[config.mk]
export PLATFORM = sky130hd
export DESIGN_NAME = encoder32_5_serial_flat
export DESIGN_NICKNAME = d
export VERILOG_FILES = /design/src/rtl/encoder_pkg.sv /design/src/rtl/encoder32_5_serial_if.sv /design/src/rtl/priority_encoder32_5.sv /design/src/rtl/encoder32_5_serial.sv /design/src/flat_wrapper.sv
export SDC_FILE = /design/constraint.sdc
export NUM_CORES = 1
export LEC_CHECK = 0
export CAP_MARGIN = 40
export CORE_AREA = 2 2 72 125
export CTS_BUF_LIST = sky130_fd_sc_hd__clkbuf_16
export CTS_CLUSTER_DIAMETER = 80
export DETAILED_ROUTE_END_ITERATION = 7
export DIE_AREA = 0 0 74 127
export GPL_TIMING_DRIVEN = 0
export PLACE_DENSITY_LB_ADDON = 0.3
export SLEW_MARGIN = 20
export SYNTH_ARGS = -nofsm -noshare
export SYNTH_HDL_FRONTEND = slang
export SYNTH_SLANG_ARGS = --single-unit
[constraint.sdc]
create_clock -name clk -period 7.6 [get_ports clk]
set_clock_uncertainty 0.1 [all_clocks]
set_input_delay 0.76 -clock clk [delete_from_list [all_inputs] [get_ports clk]]
set_output_delay 0.76 -clock clk [all_outputs]
set_load 0.05 [all_outputs]
[src/rtl/encoder_pkg.sv]
// rtl/encoder_pkg.sv - shared widths and state type for the serial 32:5 encoder
package encoder_pkg;
    localparam int ENC_WIDTH    = 32;
    localparam int ENC_SEL_BITS = 5;

    typedef logic [ENC_WIDTH-1:0]    enc_mask_t;
    typedef logic [ENC_SEL_BITS-1:0] enc_idx_t;

    typedef enum logic {
        IDLE  = 1'b0,
        DRAIN = 1'b1
    } enc_state_t;
endpackage

[src/rtl/encoder32_5_serial_if.sv]
// rtl/encoder32_5_serial_if.sv - mask-in / index-out handshake bundle
interface encoder32_5_serial_if;
    import encoder_pkg::*;

    logic      in_valid;
    logic      in_ready;
    enc_mask_t in_mask;
    logic      out_valid;
    logic      out_ready;
    enc_idx_t  out_idx;
    logic      out_last;
    logic      busy;

    modport master (
        output in_valid, in_mask, out_ready,
        input  in_ready, out_valid, out_idx, out_last, busy
    );

    modport slave (
        input  in_valid, in_mask, out_ready,
        output in_ready, out_valid, out_idx, out_last, busy
    );
endinterface

[src/rtl/priority_encoder32_5.sv]
// rtl/priority_encoder32_5.sv - combinational find-first-set; ENCODER_MSB_FIRST_EN scans from the top
module priority_encoder32_5
    import encoder_pkg::*;
(
    input  enc_mask_t mask,
    output enc_idx_t  idx,
    output logic      found,
    output logic      onehot
);
    always_comb begin
        idx = '0;
`ifdef ENCODER_MSB_FIRST_EN
        for (int i = 0; i < ENC_WIDTH; i++) begin
            if (mask[i]) idx = ENC_SEL_BITS'(i);
        end
`else
        for (int i = ENC_WIDTH - 1; i >= 0; i--) begin
            if (mask[i]) idx = ENC_SEL_BITS'(i);
        end
`endif
    end

    // Clearing the lowest set bit leaves zero only for a single-bit mask.
    assign found  = |mask;
    assign onehot = found && ((mask & (mask - enc_mask_t'(1))) == '0);
endmodule

[src/rtl/encoder32_5_serial.sv]
// rtl/encoder32_5_serial.sv - serial 32:5 encoder, one set-bit index per handshake; order set by ENCODER_MSB_FIRST_EN
module encoder32_5_serial
    import encoder_pkg::*;
(
    input  logic                 clk,
    input  logic                 reset,
    encoder32_5_serial_if.slave  bus
);
    enc_state_t state;
    enc_mask_t  pending;
    enc_idx_t   pe_idx;
    logic       pe_found;
    logic       pe_onehot;
    logic       out_fire;
    logic       in_fire;

    priority_encoder32_5 u_pe (
        .mask   (pending),
        .idx    (pe_idx),
        .found  (pe_found),
        .onehot (pe_onehot)
    );

    assign bus.out_valid = (state == DRAIN) && pe_found;
    assign bus.out_idx   = bus.out_valid ? pe_idx : '0;
    assign bus.out_last  = bus.out_valid && pe_onehot;
    assign bus.busy      = (state == DRAIN);

    assign out_fire     = bus.out_valid && bus.out_ready;
    assign bus.in_ready = (state == IDLE) || (out_fire && bus.out_last);
    assign in_fire      = bus.in_valid && bus.in_ready;

    // A new mask accepted on the final handshake overrides the drain exit.
    always_ff @(posedge clk or posedge reset) begin
        if (reset) begin
            state   <= IDLE;
            pending <= '0;
        end else begin
            if (out_fire) begin
                pending <= pending & ~(enc_mask_t'(1) << pe_idx);
                if (bus.out_last) state <= IDLE;
            end
            if (in_fire) begin
                if (bus.in_mask != '0) begin
                    pending <= bus.in_mask;
                    state   <= DRAIN;
                end else begin
                    state   <= IDLE;
                end
            end
        end
    end
endmodule

[src/flat_wrapper.sv]
// flat-port wrapper written by rule: the top's interface ports become plain ports
module encoder32_5_serial_flat import encoder_pkg::*;
  (clk, reset, bus_in_valid, bus_in_mask, bus_out_ready, bus_in_ready, bus_out_valid, bus_out_idx, bus_out_last, bus_busy);
  encoder32_5_serial_if bus_i ();
  input  logic clk;
  input  logic reset;
  input wire logic [$bits(bus_i.in_valid)-1:0] bus_in_valid;
  input wire logic [$bits(bus_i.in_mask)-1:0] bus_in_mask;
  input wire logic [$bits(bus_i.out_ready)-1:0] bus_out_ready;
  output wire logic [$bits(bus_i.in_ready)-1:0] bus_in_ready;
  output wire logic [$bits(bus_i.out_valid)-1:0] bus_out_valid;
  output wire logic [$bits(bus_i.out_idx)-1:0] bus_out_idx;
  output wire logic [$bits(bus_i.out_last)-1:0] bus_out_last;
  output wire logic [$bits(bus_i.busy)-1:0] bus_busy;
  assign bus_i.in_valid = bus_in_valid;
  assign bus_i.in_mask = bus_in_mask;
  assign bus_i.out_ready = bus_out_ready;
  assign bus_in_ready = bus_i.in_ready;
  assign bus_out_valid = bus_i.out_valid;
  assign bus_out_idx = bus_i.out_idx;
  assign bus_out_last = bus_i.out_last;
  assign bus_busy = bus_i.busy;
  encoder32_5_serial u_core (.clk(clk), .reset(reset), .bus(bus_i));
endmodule
==> results.toml <==
[route]
drt-met1-wl_um = 3490
ant_nets = 0
wl_met2_um = 5270
vias_per_cell = 5.88
routedWlPerCell_um = 20.1
initialDrtViolationCount = 188
drc_errors = 0
highest_layer = "met4"
wl_met3_um = 463
firstDrtPassIters = 5
wl_um = 9810
vias = 2862

[floorplan]
pin_count = 45
die_h_um = 127
num_rows = 44
core_area_sq_um = 8310
start_util = 0.343
fp.dieW_um = 74
dieArea_sq_um = 9400

[power_and_ir_drop]
leakagePower_nw = 1.48
ir_worst_vdd_v = 0.000180
powerDensity_nw_per_um2 = 482

[cts]
cts_setup_buffers = 0
clk_pin_slew_worst_paths_ns = 0.05
cts_resized = 0
ctsHoldBuffers = 0
clockBufferDepth = 2
cts_buffers = 5
htree_levels = 2
cts_sinks = 33
clockRootBuffer = "clkbuf_16"
insertion_delay_ns = 0.28
cts_tree = "yes"

[global_route]
grt_start_max_net_pins = 34
overflow = 0
grt_pass1_wl_um = 15500
grt_pass1_vias = 2836
grtUsageTotal = 0.220
antenna_found_initial = 0

[final_layout]
drive_gt1_frac = 0.161
fin_cells = 487
fin_nets = 407
area_growth_pct = 26.7
multi_input_area_sq_um = 1780
antenna_cells = 0
final_cell_mix = "clkdlybuf4s50_1, nor2_1, dfrtp_1"
regArea_sq_um = 826
fill_cells = 837
final_common_cell = "clkdlybuf4s50_1"

[synth]
synth_edf_count = 0
synth_area_sq_um = 2850
ys_ff_latch = 33
syn_inst = 318
yosys_warnings = 0
seq_area_frac_synth = 0.290
synth_ff_type = "dfrtp_1"
async_flop_share = 1.00
synth_nets = 354
synth_cell_type_count = 54
avgSynthCellArea_sq_um = 8.96

[placement]
port_buffers = 44
dp_slack_ns = 3.35
gp_congestion = 0.964
hpwl_um = 7780
placedCellCount = 479

[setup_path]
crit_arrival_ns = 3.74
crit_required_ns = 6.74
path_cells = "buf_2 > nor4_2 > and4_1 > a41oi_1 > nor4_2 > nand2_1 > o31ai_1 > clkdlybuf4s50_1"
path_max_fanout = 8
end_kind = "output port"
crit_type = "flip-flop to output port"
cpPeakStageDelay_ns = 0.87
start_kind = "flip-flop"
crit_slowest_cell = "clkdlybuf4s50_1"
crit_top_cell = "nor4_2"

[sta]
finalMaxSlewViolations = 0
slew_headroom = 0.402
fin_ws_ns = 3.00
finalCritPeriodShare = 0.606
hold_violations = 0
finalSetupViolCount = 0
fin_crit_ns = 4.60
tightest_slew_ns = 0.897
tns_ns = 0
rsz0062_at_grt = "false"
fmax_mhz = 217

[hold_path]
hp-class = "flip-flop to flip-flop"

[run_status]
outcome = "completed"

[run]
cap_violations = 0
logic make-up (layout without fill, tap and decap cells):
group / after synthesis / count (layout) / synth area share
AO/OA/AOI/OAI: 90 / 90 / 0.234
adder cells (fa/ha/maj): 3 / 3 / 0.0105
buffers and inverters: 45 / 99 / 0.0848
flip-flops: 33 / 33 / 0.290
multiplexers: 31 / 31 / 0.154
AND/OR/NAND/NOR: 116 / 116 / 0.227
state kept, by name, summed over array words and instances (netlist names):
| signal | count |
|---|---|
| u_core.bus.busy | 1 |
| u_core.pending | 32 |
worst max-delay path, delay by kind of cell (launching register included):
| family | cells | cell delay [ns] |
|---|---|---|
| AND/OR/NAND/NOR | 4 | 1.57 |
| buffers and inverters | 2 | 1.04 |
| AO/OA/AOI/OAI | 2 | 0.50 |
| flip-flops | 1 | 0.35 |
synthesized netlist by cell type (3+ instances only):
master    instances  share of area
buf_6             3          0.012
nor3_1            6          0.011
o22ai_1           3         0.0066
dfrtp_1          33           0.29
mux2_4           25           0.13
o31ai_1           6          0.016
nor4_1           18          0.040
clkbuf_1          9          0.012
o31a_1           11          0.034
or3_1             4         0.0088
nor4_2            3          0.013
maj3_1            3          0.011
mux2i_1           4          0.014
inv_1            29          0.038
nand2_1          21          0.028
o21ai_0          14          0.025
a31oi_1          13          0.029
or4_1             8          0.021
a22oi_1           3         0.0079
nor2_1           35          0.046
buf_12            3          0.021
a21oi_1          10          0.018
nand2b_1          4         0.0088
a41oi_1           5          0.015
a21o_1            5          0.013
nand4_1           5          0.011
metal layers:
metal	global-route usage	vias up
li1	-	1317
met1	0.234	1364
met2	0.406	138
met3	0.0308	43
met4	0.111	0
met5	0	-
final timing paths:
check | from | end | slack [ns] | depth (start not counted)
worst max-delay path | u_core.pending[6]$_DFF_PP0_ | bus_in_ready | 3.00 | 8
worst min-delay path | u_core.pending[2]$_DFF_PP0_ | u_core.pending[2]$_DFF_PP0_ | 0.56 | 3
worst max register to register | u_core.pending[6]$_DFF_PP0_ | u_core.pending[20]$_DFF_PP0_ | 4.14 | 9
worst min register to register | u_core.pending[2]$_DFF_PP0_ | u_core.pending[2]$_DFF_PP0_ | 0.56 | 3
max in group asynchronous | reset | u_core.pending[30]$_DFF_PP0_ | 6.11 | 2
min in group asynchronous | reset | u_core.pending[20]$_DFF_PP0_ | 0.82 | 2
through the flow:
step	area, sq um	util	power (mW)	hold slack, ns
finish	3610	0.434	1.74	0.558
global route	3610	0.434	1.83	0.597
CTS	3610	0.434	1.71	0.565
detailed placement	3450	0.415	1.48	0.557
global placement	3430	0.413	1.46	0.550
floorplan	2850	-	1.10	0.511
report_power, final:
group | internal, mW | total, mW | switching, mW
sequential | 0.227 | 0.318 | 0.0910
combinational | 0.422 | 1.19 | 0.769
clock | 0.152 | 0.229 | 0.0763
area by class of cell:
cell class | count | share of cell area
Tap cell | 115 | 0.0399
Inverter | 29 | 0.0302
Buffer | 16 | 0.0368
Multi-Input combinational cell | 240 | 0.494
Sequential cell | 33 | 0.229
Timing Repair Buffer | 46 | 0.126
Clock buffer | 5 | 0.0347
Clock inverter | 3 | 0.0104
(Power assumes the default switching activity.)
